===== src/rtl/ammo_bank_if.sv =====
// Bus bundle between the round controller and the ammo bank.
// round_tick is a one-cycle valid strobe with no back-pressure. tick_done marks the registered results as valid one cycle later.
interface ammo_bank_if #(
  parameter int NUM_PLAYERS = 2,
  parameter int MAX_AMMO    = 3
);
  localparam int AMMO_W = $clog2(MAX_AMMO + 1);

  logic                          round_tick;
  logic                          new_round;
  logic [3*NUM_PLAYERS-1:0]      action;
  logic [AMMO_W*NUM_PLAYERS-1:0] ammo;
  logic [NUM_PLAYERS-1:0]        fired;
  logic [NUM_PLAYERS-1:0]        dry_fire;
  logic [NUM_PLAYERS-1:0]        wasted_reload;
  logic [NUM_PLAYERS-1:0]        illegal;
  logic [NUM_PLAYERS-1:0]        hit;
  logic                          tick_done;

  modport master (
    output round_tick, new_round, action,
    input  ammo, fired, dry_fire, wasted_reload, illegal, hit, tick_done
  );

  modport slave (
    input  round_tick, new_round, action,
    output ammo, fired, dry_fire, wasted_reload, illegal, hit, tick_done
  );
endinterface


===== src/rtl/ammo_bank.sv =====
// Multi-player saturating ammo tracker and shot resolver.
// Each round tick applies one action per player and registers fire, dry-fire, reload and hit pulses.
module ammo_bank #(
  parameter int NUM_PLAYERS = 2,
  parameter int MAX_AMMO    = 3,
  parameter int INIT_AMMO   = 1
) (
  input logic        clk,
  input logic        rst,
  ammo_bank_if.slave bus
);
  localparam int AMMO_W = $clog2(MAX_AMMO + 1);
  localparam logic [AMMO_W-1:0]      MAX_A  = AMMO_W'(MAX_AMMO);
  localparam logic [AMMO_W-1:0]      INIT_A = AMMO_W'(INIT_AMMO);
  localparam logic [NUM_PLAYERS-1:0] ONE    = NUM_PLAYERS'(1);

  logic [AMMO_W*NUM_PLAYERS-1:0] ammo_r, ammo_d;
  logic [NUM_PLAYERS-1:0] fired_r, dry_r, waste_r, ill_r, hit_r;
  logic [NUM_PLAYERS-1:0] fire_d, dry_d, waste_d, ill_d, hit_d;
  logic [NUM_PLAYERS-1:0] exposed;
  logic                   done_r;

  // Decode every player's action against its current count; illegal fields behave as block.
  always_comb begin
    ammo_d  = ammo_r;
    fire_d  = '0;
    dry_d   = '0;
    waste_d = '0;
    ill_d   = '0;
    exposed = '0;
    hit_d   = '0;
    for (int p = 0; p < NUM_PLAYERS; p++) begin
      case (bus.action[3*p +: 3])
        3'b001: begin
        end
        3'b010: begin
          exposed[p] = 1'b1;
          if (ammo_r[AMMO_W*p +: AMMO_W] < MAX_A)
            ammo_d[AMMO_W*p +: AMMO_W] = ammo_r[AMMO_W*p +: AMMO_W] + 1'b1;
          else
            waste_d[p] = 1'b1;
        end
        3'b100: begin
          exposed[p] = 1'b1;
          if (ammo_r[AMMO_W*p +: AMMO_W] != '0) begin
            ammo_d[AMMO_W*p +: AMMO_W] = ammo_r[AMMO_W*p +: AMMO_W] - 1'b1;
            fire_d[p] = 1'b1;
          end else begin
            dry_d[p] = 1'b1;
          end
        end
        default: ill_d[p] = 1'b1;
      endcase
    end
    // Only real shots from other players strike a non-blocking player.
    for (int p = 0; p < NUM_PLAYERS; p++)
      hit_d[p] = exposed[p] && ((fire_d & ~(ONE << p)) != '0);
  end

  always_ff @(posedge clk or posedge rst) begin
    if (rst) begin
      ammo_r  <= {NUM_PLAYERS{INIT_A}};
      fired_r <= '0;
      dry_r   <= '0;
      waste_r <= '0;
      ill_r   <= '0;
      hit_r   <= '0;
      done_r  <= 1'b0;
    end else if (bus.new_round) begin
      ammo_r  <= {NUM_PLAYERS{INIT_A}};
      fired_r <= '0;
      dry_r   <= '0;
      waste_r <= '0;
      ill_r   <= '0;
      hit_r   <= '0;
      done_r  <= 1'b0;
    end else if (bus.round_tick) begin
      ammo_r  <= ammo_d;
      fired_r <= fire_d;
      dry_r   <= dry_d;
      waste_r <= waste_d;
      ill_r   <= ill_d;
      hit_r   <= hit_d;
      done_r  <= 1'b1;
    end else begin
      fired_r <= '0;
      dry_r   <= '0;
      waste_r <= '0;
      ill_r   <= '0;
      hit_r   <= '0;
      done_r  <= 1'b0;
    end
  end

  assign bus.ammo          = ammo_r;
  assign bus.fired         = fired_r;
  assign bus.dry_fire      = dry_r;
  assign bus.wasted_reload = waste_r;
  assign bus.illegal       = ill_r;
  assign bus.hit           = hit_r;
  assign bus.tick_done     = done_r;
endmodule


===== src/flat_wrapper.sv =====
// flat-port wrapper written by rule: the top's interface ports become plain ports
module ammo_bank_flat 
#(
  parameter int NUM_PLAYERS = 2,
  parameter int MAX_AMMO    = 3,
  parameter int INIT_AMMO   = 1
)
  (clk, rst, bus_round_tick, bus_new_round, bus_action, bus_ammo, bus_fired, bus_dry_fire, bus_wasted_reload, bus_illegal, bus_hit, bus_tick_done);
  ammo_bank_if #(.NUM_PLAYERS(NUM_PLAYERS), .MAX_AMMO(MAX_AMMO)) bus_i ();
  input logic clk;
  input logic rst;
  input wire logic [$bits(bus_i.round_tick)-1:0] bus_round_tick;
  input wire logic [$bits(bus_i.new_round)-1:0] bus_new_round;
  input wire logic [$bits(bus_i.action)-1:0] bus_action;
  output wire logic [$bits(bus_i.ammo)-1:0] bus_ammo;
  output wire logic [$bits(bus_i.fired)-1:0] bus_fired;
  output wire logic [$bits(bus_i.dry_fire)-1:0] bus_dry_fire;
  output wire logic [$bits(bus_i.wasted_reload)-1:0] bus_wasted_reload;
  output wire logic [$bits(bus_i.illegal)-1:0] bus_illegal;
  output wire logic [$bits(bus_i.hit)-1:0] bus_hit;
  output wire logic [$bits(bus_i.tick_done)-1:0] bus_tick_done;
  assign bus_i.round_tick = bus_round_tick;
  assign bus_i.new_round = bus_new_round;
  assign bus_i.action = bus_action;
  assign bus_ammo = bus_i.ammo;
  assign bus_fired = bus_i.fired;
  assign bus_dry_fire = bus_i.dry_fire;
  assign bus_wasted_reload = bus_i.wasted_reload;
  assign bus_illegal = bus_i.illegal;
  assign bus_hit = bus_i.hit;
  assign bus_tick_done = bus_i.tick_done;
  ammo_bank #(.NUM_PLAYERS(NUM_PLAYERS), .MAX_AMMO(MAX_AMMO), .INIT_AMMO(INIT_AMMO)) u_core (.clk(clk), .rst(rst), .bus(bus_i));
endmodule

===== config.mk =====
export PLATFORM = sky130hd
export DESIGN_NAME = ammo_bank_flat
export DESIGN_NICKNAME = d
export VERILOG_FILES = /design/src/rtl/ammo_bank_if.sv /design/src/rtl/ammo_bank.sv /design/src/flat_wrapper.sv
export SDC_FILE = /design/constraint.sdc
export NUM_CORES = 1
export LEC_CHECK = 0
export BUFFER_PORTS_ARGS = -buffer_cell sky130_fd_sc_hd__clkbuf_2
export CORE_MARGIN = 2
export CORE_UTILIZATION = 51
export DETAILED_ROUTE_END_ITERATION = 10
export GPL_ROUTABILITY_DRIVEN = 0
export HOLD_SLACK_MARGIN = 0.15
export MAX_ROUTING_LAYER = met4
export PLACE_DENSITY = 0.81
export SLEW_MARGIN = 20
export SYNTH_ARGS = -nofsm -noshare
export SYNTH_HDL_FRONTEND = slang
export SYNTH_SLANG_ARGS = --single-unit

===== constraint.sdc =====
create_clock -name clk -period 2.8 [get_ports clk]
set_input_delay 0.56 -clock clk [delete_from_list [all_inputs] [get_ports clk]]
set_output_delay 0.56 -clock clk [all_outputs]
set_load 0.05 [all_outputs]

==> results of run 1 <==
metrics by stage:
step                      utilization  worst slack, ps  hold WS (ps)  power (mW)
after floorplan                     -             1270           460       0.301
after global placement          0.649             1170           521       0.325
after detailed placement        0.649             1130           523       0.326
after CTS                       0.670             1040           307       0.445
after global routing            0.670             1010           341       0.465
final                           0.670             1050           288       0.440
flip-flops by register name (all words and copies together) (netlist names):
name and flops:
u_core.bus.tick_done 1, u_core.bus.wasted_reload 2, u_core.bus.hit 2, u_core.bus.dry_fire 2, u_core.bus.ammo 4, u_core.bus.illegal 2
u_core.bus.fired 2
synth_stat cells:
cell type  count  area [sq um]
dfrtp_1       13           325
nand2b_1       8          50.1
nor2_1         8          30.0
o21ai_0        5          25.0
a21oi_1        4          20.0
inv_1          4          15.0
nand2_1        4          15.0
nor4_1         3          18.8
a21o_1         2          15.0
buf_2          2          10.0
dfstp_2        2          52.6
nor4bb_1       2          20.0
or3_1          2          12.5
a2111oi_0      1          8.76
a2111oi_2      1          15.0
a211o_1        1          8.76
a211oi_1       1          7.51
a31oi_1        1          6.26
clkbuf_1       1          3.75
nand4b_1       1          8.76
nor3_1         1          5.00
nor3b_1        1          7.51
nor4b_1        1          8.76
o21a_1         1          7.51
o31ai_1        1          7.51
or2b_1         1          7.51
or3b_1         1          8.76
xor2_1         1          8.76
final timing paths:
path	depth (start not counted)	end	start	slack (ps)
max	1	bus_ammo[0]	u_core.bus.ammo[0]	1050
min	2	u_core.bus.fired[0]	rst	290
max reg2reg	3	u_core.bus.hit[1]	u_core.bus.ammo[0]	1330
min reg2reg	2	u_core.bus.wasted_reload[1]	u_core.bus.ammo[2]	530
max in group asynchronous	2	u_core.bus.ammo[0]	rst	2140
min in group clk	2	u_core.bus.ammo[1]	bus_new_round	470
power groups by stage:
stage	clock network, mW	logic, mW	registers [mW]
3_3_place_gp	0	0.0857	0.239
2_1_floorplan	0	0.0353	0.266
4_1_cts	0.123	0.0868	0.235
6_report	0.119	0.0862	0.236
5_1_grt	0.133	0.0945	0.237
3_5_place_dp	0	0.0864	0.240
metal layers:
layer  vias up  routed length [microns]  global-route usage
li1        314                        -                   -
met5         -                        0                   -
met3         4                       88              0.0304
met1       293                      617               0.237
met2        26                      564               0.238
met4         0                       19              0.0774
layout make-up:
class	instances	area, sq um	share of cell area
timing repair buffer	24	120	0.136
clock inverter	1	5.00	0.00567
inverter	4	15.0	0.0170
multi-input combinational	52	323	0.366
clock buffer	3	22.5	0.0255
sequential	15	378	0.428
tap	15	18.8	0.0213
logic make-up (layout without fill, tap and decap cells):
logic type / Yosys count / count (layout) / synth area share
AND/OR/NAND/NOR: 33 / 33 / 0.264
AO/OA/AOI/OAI: 18 / 18 / 0.166
flip-flops: 15 / 15 / 0.518
buffers and inverters: 7 / 32 / 0.0394
XOR/XNOR: 1 / 1 / 0.0120
==> out/results.tsv, run 1 <==
stage	metric	value	unit
sta	rsz0062_at_grt	false	
cells_and_area	layout_common_cells	24 x clkbuf_2, 13 x dfrtp_1, 8 x nand2b_1, 8 x nor2_1, 5 x o21ai_0	
clocking	clk_pin_slew_worst_paths	90	ps
clocking	post_cts_resize_count	0	
setup_path	worst_path_max_delay_cell	dfstp_2	
setup_path	worst-path-buf-inv	1	
setup_path	cp_max_fo	9	
global_routing	track_usage	0.169	
synth	seq_area_frac_synth	0.518	
synth	synth.avg_cell_area	9.86	sq um
cells_and_area	final_common_cell	clkbuf_2	
clocking	clkLatencyLatePin	280	ps
global_routing	grt_pass1_vias	518	
route	drtAntennaViolNets	0	
route	routedWlPerCell	11.3	microns
pwr	internal_power	305	uW
route	postRouteWirelength	1.29	mm
cells_and_area	finalNonFillerCells	114	
floorplanning	dieArea	1750	sq um
sta	finalSetupViolations	0	
cells_and_area	nFillCells	108	
pwr	switching_share	0.307	
place	dp_hpwl	954	microns
setup_path	endpoint_kind	primary output	
cells_and_area	antenna_cells	0	
global_routing	grt_max_degree	16	
clocking	ctsHoldBuffers	0	
pwr	p_per_area	499	nW/um^2
floorplanning	die_h	41.8	microns
sta	worst_slew_pin_slew	535	ps
global_routing	antenna_found_initial	0	
sta	finalCritPeriodShare	0.625	
setup_path	critical_path.cell_chain	clkbuf_2	
setup_path	crit_family	flip-flops	
pwr	power_frac_comb	0.196	
clocking	clock_sinks	15	
synth	yosys_warnings	0	
clocking	root_buffer	clkbuf_4	
clocking	post_cts_buffers	0	
setup_path	slowest_delay	610	ps
floorplanning	fp.dieW	41.8	microns
floorplanning	coreArea	1320	sq um
global_routing	grt_first_pass_wirelength	2.21	mm
sta	max_slew_margin	0.643	
cells_and_area	syn_to_final_growth	20.9	%
clocking	numCtsBuffers	3	
cells_and_area	final_area	882	sq um
sta	skew	5.71	ps
sta	period_needed	1750	ps
synth	mappedNetlistNets	84	
route	via_count	637	
pwr	switchingPower	135	uW
status	status	complete, no violations	
setup_path	crit_path_start_kind	flip-flop	
place	dp_cells	110	
setup_path	critPathRequiredTime	2240	ps
setup_path	arrival	1190	ps
place	dpl-instance-area	855	sq um
sta	max_freq	572	MHz
pwr	ir_worst_vdd	282	uV
hold_path	worstHoldPathType	primary input to asynchronous set/reset pin	
synth	yosysUniqueCellTypes	28	
route	vias_per_cell	5.59	
route	drt_iter0_drc	20	
floorplanning	num_rows	13	
clocking	htree_num_levels	1	
run	maxCapViolations	0	
synth	synth_cells	74	
pwr	power_frac_clock	0.269	
route	drtPass1Iterations	4	
route	drcViolationCount	0	
sta	final-max-slew-violation-count	0	
clocking	tritoncts	yes	
place	port_buffers	24	
floorplanning	start_util	0.554	
floorplanning	ios	25	
cells_and_area	drive_gt1_frac	0.313	
global_routing	overflow	0	
sta	fin_tns_setup	0	ps
synth	synth_seq_cells	15	
pwr	seqPwrFrac	0.535	
clocking	clockBufferDepth	2	
cells_and_area	final_net_count	110	
synth	syn_area	729	sq um
pwr	leakage	0.440	nW
setup_path	path_class	flip-flop to primary output	
sta	hold_viol_final	0	
Power figures use the tool's default switching activity.
==> inputs of run 2 (changes only) <==
CORE_UTILIZATION = 47   (was 51)
PLACE_DENSITY = 0.76   (was 0.81)
clock period = 1.7 ns   (was 2.8 ns; I/O delays follow)
==> out/results.tsv, run 2 (synthesis results as in run 1) <==
stage	metric	value	unit	change
status	status	complete, no violations		
pwr	leakage	0.446	nW	+1.3%
sta	worst_slew_pin_slew	552	ps	+17.1 ps
cells_and_area	antenna_cells	0		unchanged
route	vias_per_cell	5.47		-2.1%
cells_and_area	multi_input_area	323	sq um	unchanged
global_routing	grt_max_degree	16		unchanged
clocking	numCtsBuffers	3		unchanged
pwr	ir_worst_vdd	475	uV	+68%
clocking	clock_sinks	15		unchanged
sta	max_freq	653	MHz	
sta	rsz0062_at_grt	false		
route	drcViolationCount	0		unchanged
setup_path	reg2reg_to	u_core.bus.hit[1]		
sta	final-max-slew-violation-count	0		unchanged
route	drtPass1Iterations	4		unchanged
clocking	root_buffer	clkbuf_4		
global_routing	grt_pass1_vias	586		+13%
clocking	clockBufferDepth	2		unchanged
cells_and_area	layout_common_cells	24 x clkbuf_2, 13 x dfrtp_1, 8 x nand2b_1, 8 x nor2_1, 5 x o21ai_0		
cells_and_area	final_net_count	112		+1.8%
floorplanning	fp.dieW	43.4	microns	+3.8%
route	via_count	640		+0.47%
global_routing	busiest_layer	met2		
sta	finalSetupViolations	0		unchanged
setup_path	path_class	flip-flop to primary output		
sta	hold_viol_final	0		unchanged
hold_path	hp-start	bus_new_round		
setup_path	endpoint_kind	primary output		
sta	skew	4.27	ps	-1.44 ps
setup_path	critPathRequiredTime	1360	ps	-880 ps
floorplanning	num_rows	14		+1
global_routing	use_met3	0.0375		+0.00707
hold_path	worstHoldPathType	primary input to flip-flop		
route	routedWlPerCell	12.0	microns	+5.9%
route	postRouteWirelength	1.40	mm	+8.7%
global_routing	grtUsageMet1	0.259		+0.0222
setup_path	timing.rr.start	u_core.bus.ammo[0]		
hold_path	min_path_cells	2		
setup_path	r2r_cells	3		unchanged
cells_and_area	final_common_cell	clkbuf_2		
clocking	clkLatencyLatePin	280	ps	about the same
global_routing	overflow	0		unchanged
global_routing	use_met2	0.269		+0.0312
floorplanning	die_h	43.4	microns	+3.8%
run	maxCapViolations	0		unchanged
cells_and_area	syn_to_final_growth	23.3	%	
floorplanning	dieArea	1880	sq um	+7.7%
place	dp_cells	112		+1.8%
clocking	post_cts_resize_count	0		unchanged
cells_and_area	finalNonFillerCells	117		+2.6%
setup_path	critical_path.cell_chain	clkbuf_2		
floorplanning	ios	25		unchanged
floorplanning	start_util	0.496		-0.0579
pwr	p_per_area	820	nW/um^2	+64%
cells_and_area	nFillCells	141		+31%
sta	hold_ws	265	ps	-23.4 ps
setup_path	slowest_delay	610	ps	about the same
route	drtAntennaViolNets	0		unchanged
clocking	tritoncts	yes		
route	drt_iter0_drc	7		-65%
floorplanning	coreArea	1470	sq um	+12%
cells_and_area	largest_reg_flops	4		unchanged
setup_path	regToRegSetupSlack	280	ps	-1050 ps
sta	finalCritPeriodShare	0.900		
hold_path	hold_path_end	u_core.bus.ammo[1]		
global_routing	track_usage	0.189		+0.0199
clocking	clk_pin_slew_worst_paths	90	ps	about the same
place	dp_hpwl	1.02	mm	+7.0%
sta	fin_tns_setup	0	ps	unchanged
place	port_buffers	24		unchanged
setup_path	cp_max_fo	9		unchanged
setup_path	crit_family	flip-flops		
global_routing	antenna_found_initial	0		unchanged
sta	period_needed	1530	ps	
sta	max_slew_margin	0.632		-0.0114
setup_path	worst-path-buf-inv	1		unchanged
setup_path	arrival	1190	ps	about the same
cells_and_area	ff_latch_area	378	sq um	unchanged
clocking	htree_num_levels	1		unchanged
setup_path	crit_path_start_kind	flip-flop		
global_routing	grt_first_pass_wirelength	2.58	mm	+17%
cells_and_area	drive_gt1_frac	0.307		-0.00620
setup_path	worst_path_max_delay_cell	dfstp_2		
==> run 2: changes by cell type in the layout (fill, tap and decap cells not counted) <==
cell           previous run  this run
buf_4                     0         1
clkbuf_1                  0         1
clkinv_2                  1         0
dlygate4sd3_1             0         1
==> run 2: worst max path at each step <==
stage                  startpoint                end  slack [ps]  cells after the start
3_3_place_gp   u_core.bus.ammo[0]  u_core.bus.hit[1]         250                      3
2_1_floorplan  u_core.bus.ammo[0]  u_core.bus.hit[1]         170                      3
5_1_grt        u_core.bus.ammo[0]        bus_ammo[0]         130                      1
3_5_place_dp   u_core.bus.ammo[0]  u_core.bus.hit[1]         270                      3
6_report       u_core.bus.ammo[0]        bus_ammo[0]         170                      1
4_1_cts        u_core.bus.ammo[0]        bus_ammo[0]         150                      1
==> run 2: layout make-up <==
cell class,instances,area share
clock buffers,4,0.0292
inverters,4,0.0167
multi-input cells,52,0.359
flip-flops and latches,15,0.420
well taps,16,0.0223
repair buffers,26,0.153
==> run 2: routing by layer <==
metal | wire length [microns] | part of all wire
met1 | 645 | 0.46
met2 | 637 | 0.45
met3 | 77 | 0.055
met4 | 40 | 0.029
met5 | 0 | 0
==> run 2: timing repair <==
action	in CTS	in global routing
setup endpoints to repair	0	0
hold buffers	1	0
setup buffers	0	0
hold endpoints to repair	13	0
==> run 2: metrics by stage <==
| stage | power [mW] | instance area (sq um) | util | worst slack, ps |
|---|---|---|---|---|
| global placement | 0.538 | 863 | 0.587 | 248 |
| CTS | 0.744 | 900 | 0.611 | 153 |
| finish | 0.737 | 900 | 0.611 | 170 |
| floorplan | 0.496 | 729 | - | 167 |
| detailed placement | 0.541 | 863 | 0.587 | 265 |
| global route | 0.776 | 900 | 0.611 | 129 |
==> run 2: report_power, final <==
group / switching [mW] / internal (mW)
sequential: 0.0163 / 0.372
clock: 0.112 / 0.0911
combinational: 0.100 / 0.0462
==> inputs of run 3 (changes only) <==
--- a/config.mk
+++ b/config.mk
@@ -14,4 +14,5 @@
 export MAX_ROUTING_LAYER = met4
 export PLACE_DENSITY = 0.76
+export SKIP_LAST_GASP = 1
 export SLEW_MARGIN = 20
 export SYNTH_ARGS = -nofsm -noshare
==> constraint.sdc (replaced) <==
create_clock -name clk -period 1.7 [get_ports clk]
set_input_delay 0.255 -clock clk [delete_from_list [all_inputs] [get_ports clk]]
set_output_delay 0.255 -clock clk [all_outputs]
set_load 0.05 [all_outputs]
==> out/results.tsv, run 3 (synthesis results as in run 1) <==
stage	metric	value	unit	change
clocking	post_cts_buffers	0		unchanged
clocking	clockBufferDepth	2		unchanged
clocking	clk_pin_slew_worst_paths	90	ps	about the same
place	dp_hpwl	1.13	mm	+10%
setup_path	r2r_cells	3		unchanged
cells_and_area	syn_to_final_growth	23.5	%	
floorplanning	fp.dieW	43.4	microns	unchanged
sta	rsz0062_at_grt	false		
cells_and_area	final_util	0.612		+0.000850
setup_path	endpoint_kind	flip-flop		
floorplanning	die_h	43.4	microns	unchanged
route	drtPass1Iterations	4		unchanged
clocking	clkLatencyLatePin	280	ps	about the same
setup_path	arrival	1620	ps	+430 ps
floorplanning	dieArea	1880	sq um	unchanged
global_routing	track_usage	0.181		-0.00829
sta	finalCritPeriodShare	0.849		-0.0507
setup_path	crit_start	u_core.bus.ammo[0]		
sta	final-max-slew-violation-count	0		unchanged
cells_and_area	largest_reg_flops	4		unchanged
route	via_count	624		-2.5%
global_routing	antenna_found_initial	0		unchanged
sta	finalSetupViolations	0		unchanged
global_routing	grt_first_pass_wirelength	2.41	mm	-6.7%
hold_path	hp-start	bus_new_round		
floorplanning	num_rows	14		unchanged
route	drt_iter0_drc	19		+12
pwr	p_per_area	811	nW/um^2	-1.1%
cells_and_area	final_common_cell	clkbuf_2		
run	maxCapViolations	0		unchanged
clocking	htree_num_levels	1		unchanged
sta	hold_ws	179	ps	-86.2 ps
setup_path	slowest_delay	610	ps	about the same
clocking	ctsHoldBuffers	1		unchanged
sta	hold_viol_final	0		unchanged
setup_path	timing.rr.start	u_core.bus.ammo[0]		
route	drcViolationCount	0		unchanged
status	status	complete, no violations		
floorplanning	coreArea	1470	sq um	unchanged
sta	skew	1.11	ps	-3.16 ps
setup_path	worst_path_max_delay_cell	dfstp_2		
global_routing	grtUsageMet1	0.231		-0.0279
sta	fin_ws	256	ps	+86.2 ps
clocking	tritoncts	yes		
global_routing	use_met3	0.0375		unchanged
sta	period_needed	1440	ps	-86.2 ps
floorplanning	start_util	0.496		unchanged
place	port_buffers	24		unchanged
setup_path	crit_path_start_kind	flip-flop		
pwr	ir_worst_vdd	654	uV	+38%
floorplanning	ios	25		unchanged
global_routing	grt_max_degree	16		unchanged
clocking	root_buffer	clkbuf_4		
pwr	power_frac_clock	0.268		-0.007
route	postRouteWirelength	1.47	mm	+4.7%
pwr	leakage	0.448	nW	+0.61%
sta	fin_tns_setup	0	ps	unchanged
place	pre_cts_ws	273	ps	+7.52 ps
global_routing	grt_pass1_vias	542		-7.5%
setup_path	reg2reg_to	u_core.bus.hit[1]		
setup_path	setup.worst_path.end	u_core.bus.hit[1]		
pwr	seqPwrFrac	0.531		+0.005
global_routing	overflow	0		unchanged
clocking	post_cts_resize_count	0		unchanged
cells_and_area	final_net_count	112		unchanged
setup_path	critical_path.cell_chain	nor2_1, or3_1, a2111oi_2		
sta	worst_slew_pin_slew	544	ps	-8.02 ps
setup_path	cp_max_fo	9		unchanged
place	dpl-instance-area	863	sq um	unchanged
global_routing	use_met2	0.272		+0.00299
route	vias_per_cell	5.33		-2.5%
cells_and_area	final_area	901	sq um	+0.14%
setup_path	critPathRequiredTime	1870	ps	+510 ps
global_routing	busiest_layer	met2		
pwr	switching_share	0.308		-0.00165
pwr	internal_power	505	uW	-0.76%
pwr	switchingPower	225	uW	-1.5%
sta	max_slew_margin	0.637		+0.00536
clocking	numCtsBuffers	3		unchanged
route	routedWlPerCell	12.5	microns	+4.7%
hold_path	worstHoldPathType	primary input to flip-flop		
cells_and_area	antenna_cells	0		unchanged
pwr	power_frac_comb	0.201		+0.002
pwr	power	730	uW	-0.99%
cells_and_area	layout_common_cells	24 x clkbuf_2, 13 x dfrtp_1, 8 x nand2b_1, 8 x nor2_1, 5 x o21ai_0		
cells_and_area	drive_gt1_frac	0.317		+0.00990
setup_path	regToRegSetupSlack	260	ps	-20 ps
clocking	clock_sinks	15		unchanged
sta	max_freq	692	MHz	+6.0%
route	drtAntennaViolNets	0		unchanged
place	dp_cells	112		unchanged
cells_and_area	finalNonFillerCells	117		unchanged
setup_path	path_class	flip-flop to flip-flop		
run 3: how the worst min path moves through the flow:
stage,slack [ps],end,cells after the start
4_1_cts,180,u_core.bus.ammo[1],2
3_3_place_gp,300,u_core.bus.illegal[0],2
3_5_place_dp,310,u_core.bus.wasted_reload[1],2
6_report,180,u_core.bus.ammo[1],2
2_1_floorplan,160,u_core.bus.ammo[1],1
5_1_grt,180,u_core.bus.ammo[1],2
run 3: cell type report:
cell class	count	area, sq um
Inverter	4	15.0
Fill cell	144	571
Timing Repair Buffer	26	138
Clock buffer	3	22.5
Clock inverter	1	5.00
Tap cell	16	20.0
Sequential cell	15	378
Multi-Input combinational cell	52	323
run 3: power groups by stage:
stage               Clock [mW]  Sequential, mW  Combinational (mW)
floorplan                    0           0.437              0.0581
global placement             0           0.393               0.144
detailed placement           0           0.394               0.146
CTS                      0.204           0.387               0.148
global route             0.224           0.391               0.161
finish                   0.196           0.387               0.147
run 3: per-layer routing:
layer  part of all wire  wire, microns  vias to the layer above
li1                   -              -                      318
met4              0.029             42                        0
met1               0.45            666                      280
met3              0.044             65                        4
met5                  0              0                        -
met2               0.47            692                       22
run 3: worst max-delay path: cells and delay by family, from the launching register on:
family	cells	cell delay (ps)
DFF	1	610
and+or+nand+nor	2	440
AOI/OAI and AO/OA	1	290
